===== src/rtl/alu_op_arbiter.sv =====
// alu_op_arbiter: round-robin sharing of one combinational ALU between two requesters
module alu_op_arbiter #(
   parameter int N         = 4,
   parameter int LAT       = 1,
   parameter int NUM_MODES = 10
) (
   input  logic         i_clk,
   input  logic         i_rst_n,
   input  logic         i_req0_valid,
   output logic         o_req0_ready,
   input  logic [N-1:0] i_req0_in1,
   input  logic [N-1:0] i_req0_in2,
   input  logic [3:0]   i_req0_mode,
   input  logic         i_req1_valid,
   output logic         o_req1_ready,
   input  logic [N-1:0] i_req1_in1,
   input  logic [N-1:0] i_req1_in2,
   input  logic [3:0]   i_req1_mode,
   output logic         o_rsp0_valid,
   input  logic         i_rsp0_ready,
   output logic         o_rsp1_valid,
   input  logic         i_rsp1_ready,
   output logic [N-1:0] o_rsp_res,
   output logic [3:0]   o_rsp_flags,
   output logic         o_rsp_err,
   output logic [N-1:0] o_alu_in1,
   output logic [N-1:0] o_alu_in2,
   output logic [3:0]   o_alu_mode,
   input  logic [N-1:0] i_alu_res,
   input  logic [3:0]   i_alu_flags,
   output logic         o_busy
);
   localparam int CW = $clog2(LAT + 1);
   typedef enum logic [1:0] {IDLE, WAIT, RESP} state_t;
   state_t        r_state;
   logic [CW-1:0] r_cnt;
   logic          r_last;
   logic          r_owner;
   logic          w_grant;
   logic          w_xfer;
   logic          w_illegal;
   logic          w_done;
   logic [N-1:0]  w_in1;
   logic [N-1:0]  w_in2;
   logic [3:0]    w_mode;
   // grant is 1 for requester 1; ties go to whoever did not win last time
   always_comb begin
      w_grant      = (i_req0_valid & i_req1_valid) ? ~r_last : i_req1_valid;
      w_xfer       = (r_state == IDLE) & (i_req0_valid | i_req1_valid);
      o_req0_ready = w_xfer & ~w_grant;
      o_req1_ready = w_xfer & w_grant;
      w_in1        = w_grant ? i_req1_in1 : i_req0_in1;
      w_in2        = w_grant ? i_req1_in2 : i_req0_in2;
      w_mode       = w_grant ? i_req1_mode : i_req0_mode;
      w_illegal    = int'(w_mode) >= NUM_MODES;
      w_done       = r_owner ? (o_rsp1_valid & i_rsp1_ready) : (o_rsp0_valid & i_rsp0_ready);
      o_busy       = r_state != IDLE;
   end
   always_ff @(posedge i_clk or negedge i_rst_n) begin
      if (!i_rst_n) begin
         r_state      <= IDLE;
         r_cnt        <= '0;
         r_last       <= 1'b1;
         r_owner      <= 1'b0;
         o_rsp0_valid <= 1'b0;
         o_rsp1_valid <= 1'b0;
         o_rsp_res    <= '0;
         o_rsp_flags  <= '0;
         o_rsp_err    <= 1'b0;
         o_alu_in1    <= '0;
         o_alu_in2    <= '0;
         o_alu_mode   <= '0;
      end else begin
         case (r_state)
            IDLE: if (w_xfer) begin
               r_last  <= w_grant;
               r_owner <= w_grant;
               if (w_illegal) begin
                  o_rsp_res    <= '0;
                  o_rsp_flags  <= '0;
                  o_rsp_err    <= 1'b1;
                  o_rsp0_valid <= ~w_grant;
                  o_rsp1_valid <= w_grant;
                  r_state      <= RESP;
               end else begin
                  o_alu_in1  <= w_in1;
                  o_alu_in2  <= w_in2;
                  o_alu_mode <= w_mode;
                  r_cnt      <= CW'(LAT);
                  r_state    <= WAIT;
               end
            end
            WAIT: begin
               r_cnt <= r_cnt - 1'b1;
               if (r_cnt == CW'(1)) begin
                  o_rsp_res    <= i_alu_res;
                  o_rsp_flags  <= i_alu_flags;
                  o_rsp_err    <= 1'b0;
                  o_rsp0_valid <= ~r_owner;
                  o_rsp1_valid <= r_owner;
                  r_state      <= RESP;
               end
            end
            RESP: if (w_done) begin
               o_rsp0_valid <= 1'b0;
               o_rsp1_valid <= 1'b0;
               r_state      <= IDLE;
            end
            default: r_state <= IDLE;
         endcase
      end
   end
endmodule

===== config.mk =====
export PLATFORM = sky130hd
export DESIGN_NAME = alu_op_arbiter
export DESIGN_NICKNAME = d
export VERILOG_FILES = /design/src/rtl/alu_op_arbiter.sv
export SDC_FILE = /design/constraint.sdc
export NUM_CORES = 1
export LEC_CHECK = 0
export ABC_AREA = 1
export BUFFER_PORTS_ARGS = -buffer_cell sky130_fd_sc_hd__buf_2
export CAP_MARGIN = 20
export CORE_ASPECT_RATIO = 0.75
export CORE_MARGIN = 2
export CORE_UTILIZATION = 43
export DETAILED_ROUTE_END_ITERATION = 6
export PLACE_DENSITY_LB_ADDON = 0.15
export SLEW_MARGIN = 20
export SYNTH_ARGS = -nofsm -noshare
export SYNTH_HDL_FRONTEND = slang
export SYNTH_SLANG_ARGS = --single-unit

===== constraint.sdc =====
create_clock -name i_clk -period 1.5 [get_ports i_clk]
set_input_delay 0.225 -clock i_clk [delete_from_list [all_inputs] [get_ports i_clk]]
set_output_delay 0.225 -clock i_clk [all_outputs]
set_load 0.02 [all_outputs]

======== Word-level counts from Yosys, hierarchy flattened ========
Cells that the tools add are included.
storage, ports and cells
  register bits ........................... 28
  word-level logic and storage cells ...... 74
cells by class
  $add $sub $neg .......................... 1
  order comparisons ....................... 1
  equality and inequality tests ........... 7
  multiplexer cells ....................... 32
  bitwise logic cells ..................... 11
  reductions and logical operators ........ 10
operators by type and width
  operator                                                         number
  4-bit two-way mux                                                7
  4-bit one-hot mux with 2 select lines                            2
  1-bit two-way mux                                                14
  2-bit != test, second input constant                             5
  3-bit AND reduction                                              3
  2-bit two-way mux                                                4
  1-bit bitwise AND                                                6
  1-bit one-hot mux with 3 select lines                            2
  2-bit one-hot mux with 3 select lines                            1
  5-bit AND reduction                                              1
  4-bit >= comparator, second input constant                       1
  1-bit NOT                                                        4
  1-bit one-hot mux with 2 select lines                            2
  4-bit AND reduction                                              1
  2-bit nonzero test                                               2
  3-bit nonzero test                                               1
  2-bit by 1-bit == test with 1-bit output, second input constant  1
  2-bit == test, second input constant                             1
  2-bit zero test                                                  1
  2-bit AND reduction                                              1
  1-bit OR                                                         1
  1-bit subtractor, second input constant                          1

======== Depth between registers and ports, before layout ========
Gate-level depths: netlist (run 1).
  depth in word-level cells ............... 7
  depth in mapped cells ................... 10
  mapped depth without buffers ............ 10

======== Least setup slack after synthesis (run 1) ========
No wires, ideal clock.
  path type ............................... register -> register
  start point ............................. register r_state[0]
  end point ............................... register o_rsp_err
  setup time .............................. 117 ps
  data arrival time ....................... 1538 ps
  required time ........................... 1383 ps
  path slack .............................. -155 ps
  stages on the path, launching flop included .. 9
  clock period less this slack ............ 1655 ps
  cells stage by stage .................... dfrtp_1 -> inv_1 -> ha_1 -> inv_1 -> nand2_1 -> a21oi_4 -> nand2_4 -> nand2_1 -> nand2_1
on the way
  word-level cells in the longest chain between the ends .. 4
  elaborated cells on any way between the ends .. 9
RTL lines
  item                                  line    source
  from (decl)                           35      state_t r_state;
  from (signal assigned)                61      r_state <= IDLE;
  from (signal assigned)                84      r_state <= RESP;
  from (signal assigned)                90      r_state <= WAIT;
  2-bit zero test                       49, 74
  1-bit bitwise AND                     49      w_xfer = (r_state == IDLE) & (i_req0_valid | i_req1_valid);
  2-bit != test (no source line)        --
  4-bit AND reduction (no source line)  --
  to (signal assigned)                  69      o_rsp_err <= 1'b0;
  to (signal assigned)                  81      o_rsp_err <= 1'b1;
  to (signal assigned)                  98      o_rsp_err <= 1'b0;
  to (decl)                             25      output logic o_rsp_err,
Parallel ways exist; a longest one is shown, timed or not.
A chain may end at the register's enable or synchronous reset.

======== Final worst setup path (run 1) ========
  start point ............................. register r_state[1]
  end point ............................... output port o_req1_ready
on the way
  word-level cells in the longest chain between the ends .. 3
RTL lines
  item               line  source
  2-bit zero test    49
  1-bit bitwise AND  49
  1-bit bitwise AND  51    o_req1_ready = w_xfer & w_grant;
  to (decl)          15    output logic o_req1_ready,
Every way passes these cells.

==> impl_metrics.csv, run 1 <==
group,metric,value,unit
yosys,syn_area,1560,um^2
global_route,met1_usage,0.271,
final_layout,syn2layout_area_growth,60.5,%
yosys,synth_nets,224,
yosys,netlist_instances,182,
final_layout,final_cell_mix,"61 x buf_2, 51 x nand2_1, 27 x dfrtp_1",
route,drtPass1Iterations,4,
floorplanning,initial_core_util,0.461,
timing,tns,-0.721,ns
critical_path,crit_path_max_incr_delay,0.43,ns
timing,setup_viol,16,
final_layout,fin_cells,318,
timing,rsz0062_at_grt,"yes",
placement,pre_cts_slack,-0.00877,ns
route,drt_wl_total,4.24,mm
cts,cts_tree,"yes",
pwr,pwr_density_cell,2190,nW/um^2
worst_hold_path,min_to,"o_alu_in1[1]",
final_layout,final_common_cell,"buf_2",
outcome,status,"finished with violations",
critical_path,cp_slowest_cell,"dfrtp_1",
global_route,grt_use_met2,0.320,
cts,clk_path_buf_depth,2,
critical_path,cp.buffers_inverters,4,
timing,hold_violations,0,
global_route,antenna_found_initial,0,
final_layout,num-fill-cells,250,
critical_path,critPathMostFrequentCell,"buf_6",
final_layout,diodes,0,
floorplanning,core,3380,um^2
cts,clkTransAtPathRegs,0.10,ns
yosys,postSynthAreaPerCell,8.57,um^2
floorplanning,fp-row-count,18,
placement,dpl.hpwl,2.58,mm
final_layout,multi_input_area,973,um^2
yosys,synth_top_area_cell,"dfrtp_1",
critical_path,timing.rr.start,"r_state[1]",
route,wl_per_cell,13.3,um
final_layout,post-route-cell-area,2500,um^2
route,ant_nets,0,
placement,dp_cells,294,
final_layout,drive_above_1_share,0.554,
route,drc,0,
placement,place_congestion,0.767,
yosys,yosysSeqAreaShare,0.450,
final_layout,seqCellArea,702,um^2
placement,io_buffers,63,
global_route,grt_pass1_vias,1408,
critical_path,critPathKind,"reg -> out",
global_route,top_usage_layer,"met2",
run,cap_viol_max_count,0,
floorplanning,die-area,4130,um^2
timing,tightest_slew,0.616,ns
global_route,grt_usage,0.201,
cts,root_buffer,"clkbuf_8",
floorplanning,die_x,73.5,um
timing,fin_crit_sh,1.05,
critical_path,crit_path_end_kind,"output port",
floorplanning,die_y,56.1,um
critical_path,arrival,1.36,ns
pwr,leakagePower,1.40,nW
critical_path,worstPathCellList,"inv_2 > ha_4 > inv_4 > buf_6 > nor2_4 > buf_6",
critical_path,startpoint,"r_state[1]",
global_route,grt_max_degree,29,
timing,fin_hold_ws,0.233,ns
timing,skew,0.00865,ns
timing,slew_viol_final,0,
cts,cts_sinks,28,
route,vias_per_cell,4.90,
critical_path,reg2reg_to,"o_rsp_res[2]",
worst_hold_path,hp-start,"i_req1_in1[1]",
route,drtIter0Drc,150,
critical_path,reg2reg_slack,-0.06,ns
outcome,violations,"setup timing",
timing,fmax,0.632,GHz
critical_path,worst_ep_required_time,1.27,ns
global_route,use_met3,0.0453,
yosys,ys_top_cells_by_area,"dfrtp_1 43%, nand2_1 14%, nand3_1 6.4%, o21ai_2 6.2%, mux2i_1 5.8%",
yosys,yosysWarnings,0,
yosys,synth_cell_types,20,
final_layout,postLayoutCoreUtil,0.741,
global_route,grt_pass1_wl,6.47,mm
timing,setup_ws,-0.0816,ns
cts,clock_latency,0.28,ns
final_layout,layout.nets,321,
timing,relSlewSlack,0.589,
critical_path,r2r_cells,10,
worst_hold_path,min_path_cells,3,
cts,cts_made_buffers,3,
floorplanning,ios,64,
critical_path,cp_max_fo,3,
global_route,overflow,0,
yosys,yosys.area.top_type_share,0.433,
route,vias,1557,
yosys,ys_ff_latch,28,
worst_hold_path,hold_class,"in -> reg",
pwr,power,5.48,mW
cts,cts.htree.levels,1,
critical_path,crit_family,"flip-flops",
critical_path,critPathLaunchType,"flip-flop",
pwr,peakVddDrop,1400,uV
timing,min_period,1.58,ns
placement,placed_cell_area,1990,um^2
[flip-flops by register name, summed over array words and instances, names as in the netlist, 2 cells and up]
signal       flops
r_state          2
o_alu_in2        4
o_rsp_flags      4
o_alu_mode       4
o_alu_in1        4
o_rsp_res        4
[worst max-delay path by stage]
stage                               end  slack (ns)  depth (start not counted)
final                      o_req1_ready       -0.08                          6
after global routing       o_rsp0_valid       -0.14                         11
after CTS                  o_req1_ready       -0.03                          6
after detailed placement   o_alu_in1[2]      -0.009                          9
after global placement    o_alu_mode[1]        0.03                          9
after floorplan               o_rsp_err        0.03                          8
[cell families after synthesis]
kind of cell,Yosys count,synth area share
flip-flops,28,0.450
multiplexers,9,0.0578
AO/OA/AOI/OAI,17,0.0899
adder cells (fa/ha/maj),4,0.0321
AND/OR/NAND/NOR,98,0.290
buffers and inverters,26,0.0802
[layer usage]
| layer | vias to the layer above | part of all wire |
|---|---|---|
| met2 | 55 | 0.47 |
| met4 | 0 | 0.013 |
| li1 | 773 | - |
| met5 | - | 0 |
| met3 | 6 | 0.057 |
| met1 | 723 | 0.46 |
[power breakdown]
part           total, mW  leakage [nW]  internal [mW]  switching [mW]
registers           1.34         0.355           1.13           0.219
clock network      0.605        0.0357          0.358           0.247
logic               3.53          1.01           1.52            2.01
[worst min-delay path: stages]
cell and delay (ns):
buf_2 0.07, mux2i_1 0.07, o21ai_2 0.12
[repair_timing]
| item | in CTS | in global routing |
|---|---|---|
| pin swaps | 13 | 21 |
| setup endpoints to repair | 17 | 28 |
| resized for setup | 27 | 35 |
| hold buffers | 1 | 0 |
| endpoints found under the hold margin | 27 | 0 |
| gates cloned | 1 | 2 |
| buffers inserted | 10 | 7 |
[cells in the mapped netlist]
master and number:
nand2_1 58, dfrtp_1 27, inv_1 20, nand3_1 20, o21ai_2 11, mux2i_1 9, nand2_2 7, nor2_1 7
nand2_4 5, ha_1 4, o21ai_0 4, buf_6 2, a21oi_4 1, a22oi_1 1, buf_2 1, buf_8 1
clkbuf_1 1, dfstp_2 1, inv_2 1, nand3b_1 1
[layout make-up]
cell class              instances  share of cell area
multi-input cells             131               0.389
flip-flops and latches         28               0.280
repair buffers                 94               0.247
inverters                      21              0.0350
well taps                      40              0.0200
clock buffers                   3              0.0165
clock inverters                 1              0.0120
No activity file was read; power rests on OpenSTA's default activity.
==> run 2: changes to the inputs <==
- SKIP_CTS_REPAIR_TIMING: default -> 1
==> run 2 against run 1 <==
The flow finishes with violations (hold timing, setup timing). Non-clock buffer count down 8. Fmax decreased by 1.1%. Via count shrank 4.0%. Final cell count fell by 2.2%. Clock power shrank 0.7%. Count of clock-buffer cells in the layout unchanged. Die area is the same. Routed wire length fell by 5.2%. Utilization down 3.3 points. Critical path depth did not move. Sequential share of layout area grew 1.4 points. Critical path type unchanged. Highest routed layer unchanged.
==> impl_metrics.csv, run 2 (synthesis gave the netlist of run 1 again) <==
group,metric,value,unit
final_layout,diodes,0,
placement,dpl.hpwl,2.58,mm
critical_path,r2r_cells,9,
global_route,grt_pass1_vias,1248,
global_route,grt_pass1_wl,5.69,mm
floorplanning,ios,64,
pwr,leakagePower,1.35,nW
critical_path,arrival,1.37,ns
critical_path,worst_ep_required_time,1.27,ns
cts,root_buffer,"clkbuf_8",
timing,fin_crit_sh,1.07,
pwr,peakVddDrop,1340,uV
placement,io_buffers,63,
outcome,status,"finished with violations",
cts,clkTransAtPathRegs,0.10,ns
final_layout,final_common_cell,"buf_2",
placement,place_congestion,0.767,
route,drtIter0Drc,99,
timing,fin_hold_ws,-0.0519,ns
global_route,overflow,0,
timing,skew,0.00572,ns
route,wl_per_cell,12.9,um
cts,clock_latency,0.28,ns
cts,cts_sinks,28,
critical_path,critPathKind,"reg -> out",
final_layout,layout.nets,314,
worst_hold_path,hold_class,"in -> async",
timing,setup_viol,20,
route,drc,0,
global_route,grt_max_degree,29,
timing,fmax,0.625,GHz
critical_path,critPathLaunchType,"flip-flop",
route,vias_per_cell,4.80,
final_layout,syn2layout_area_growth,53.4,%
global_route,grt_usage,0.175,
floorplanning,die_y,56.1,um
timing,slew_viol_final,0,
run,cap_viol_max_count,0,
floorplanning,initial_core_util,0.461,
cts,cts_made_buffers,3,
final_layout,final_cell_mix,"61 x buf_2, 54 x nand2_1, 26 x dfrtp_1",
pwr,pwr_density_cell,2160,nW/um^2
placement,pre_cts_slack,-0.00877,ns
floorplanning,die_x,73.5,um
cts,cts_tree,"yes",
critical_path,cp_max_fo,4,
route,drtPass1Iterations,4,
outcome,violations,"hold timing, setup timing",
timing,hold_violations,27,
timing,tightest_slew,0.631,ns
floorplanning,fp-row-count,18,
timing,rsz0062_at_grt,"yes",
route,drt_wl_total,4.02,mm
cts,cts.htree.levels,1,
floorplanning,die-area,4130,um^2
timing,relSlewSlack,0.580,
route,ant_nets,0,
timing,setup_ws,-0.0995,ns
critical_path,crit_path_end_kind,"output port",
timing,min_period,1.60,ns
route,vias,1494,
floorplanning,core,3380,um^2
global_route,antenna_found_initial,0,
final_layout,drive_above_1_share,0.498,
timing,tns,-0.388,ns
cts,clk_path_buf_depth,2,
==> run 2: changes by cell type in the layout (fill, tap and decap cells not counted), moves of 2 or more <==
cell     before  now
buf_6        10    5
nand3_1      15   19
nand3_2       5    1
nand2_1      51   54
nand2_2       7    4
nand2_8       5    8
nor2_1        1    4
buf_4        20   18
nand2_4      10    8
nor2_4        5    3
==> run 2: critical path: stages (launching register included) <==
cell	delay, ns
dfrtp_2	0.46
inv_2	0.09
ha_4	0.17
inv_4	0.05
buf_6	0.12
nor2_4	0.09
buf_6	0.12
==> run 2: report_power, final <==
group	total, mW	internal [mW]	switching, mW
sequential	1.35	1.13	0.221
clock	0.601	0.358	0.244
combinational	3.23	1.34	1.89
==> run 2: worst paths after layout <==
| path | endpoint | slack, ns | start |
|---|---|---|---|
| min | r_owner | -0.05 | i_rst_n |
| max | o_req1_ready | -0.1 | r_state[0] |
| min reg2reg | o_rsp_res[1] | 0.47 | o_rsp_res[1] |
| max reg2reg | o_alu_in1[0] | -0.02 | r_last |
| min in group i_clk | o_alu_in2[2] | 0.24 | i_req1_in2[2] |
| max in group asynchronous | r_state[0] | 1.11 | i_rst_n |
==> run 2: area by class of cell <==
| type | count | area [um^2] |
|---|---|---|
| Tap cell | 40 | 50.0 |
| Multi-Input combinational cell | 132 | 945 |
| Sequential cell | 28 | 703 |
| Inverter | 21 | 85.1 |
| Clock inverter | 1 | 30.0 |
| Fill cell | 275 | 987 |
| Clock buffer | 3 | 41.3 |
| Timing Repair Buffer | 86 | 537 |
==> run 2: stage by stage <==
stage | utilization | total power [mW] | std cells | area, um^2
floorplan | - | 2.99 | 182 | 1560
finish | 0.708 | 5.18 | 311 | 2390
CTS | 0.609 | 4.41 | 298 | 2060
global route | 0.708 | 5.57 | 311 | 2390
global placement | 0.588 | 3.77 | 294 | 1990
detailed placement | 0.588 | 3.80 | 294 | 1990
==> run 2: routing by layer <==
layer | global-route usage | up-vias | part of all wire
met1 | 0.261 | 685 | 0.48
li1 | - | 765 | -
met2 | 0.250 | 40 | 0.47
met5 | 0 | - | 0
met3 | 0.0453 | 4 | 0.045
met4 | 0.0442 | 0 | 0.0070
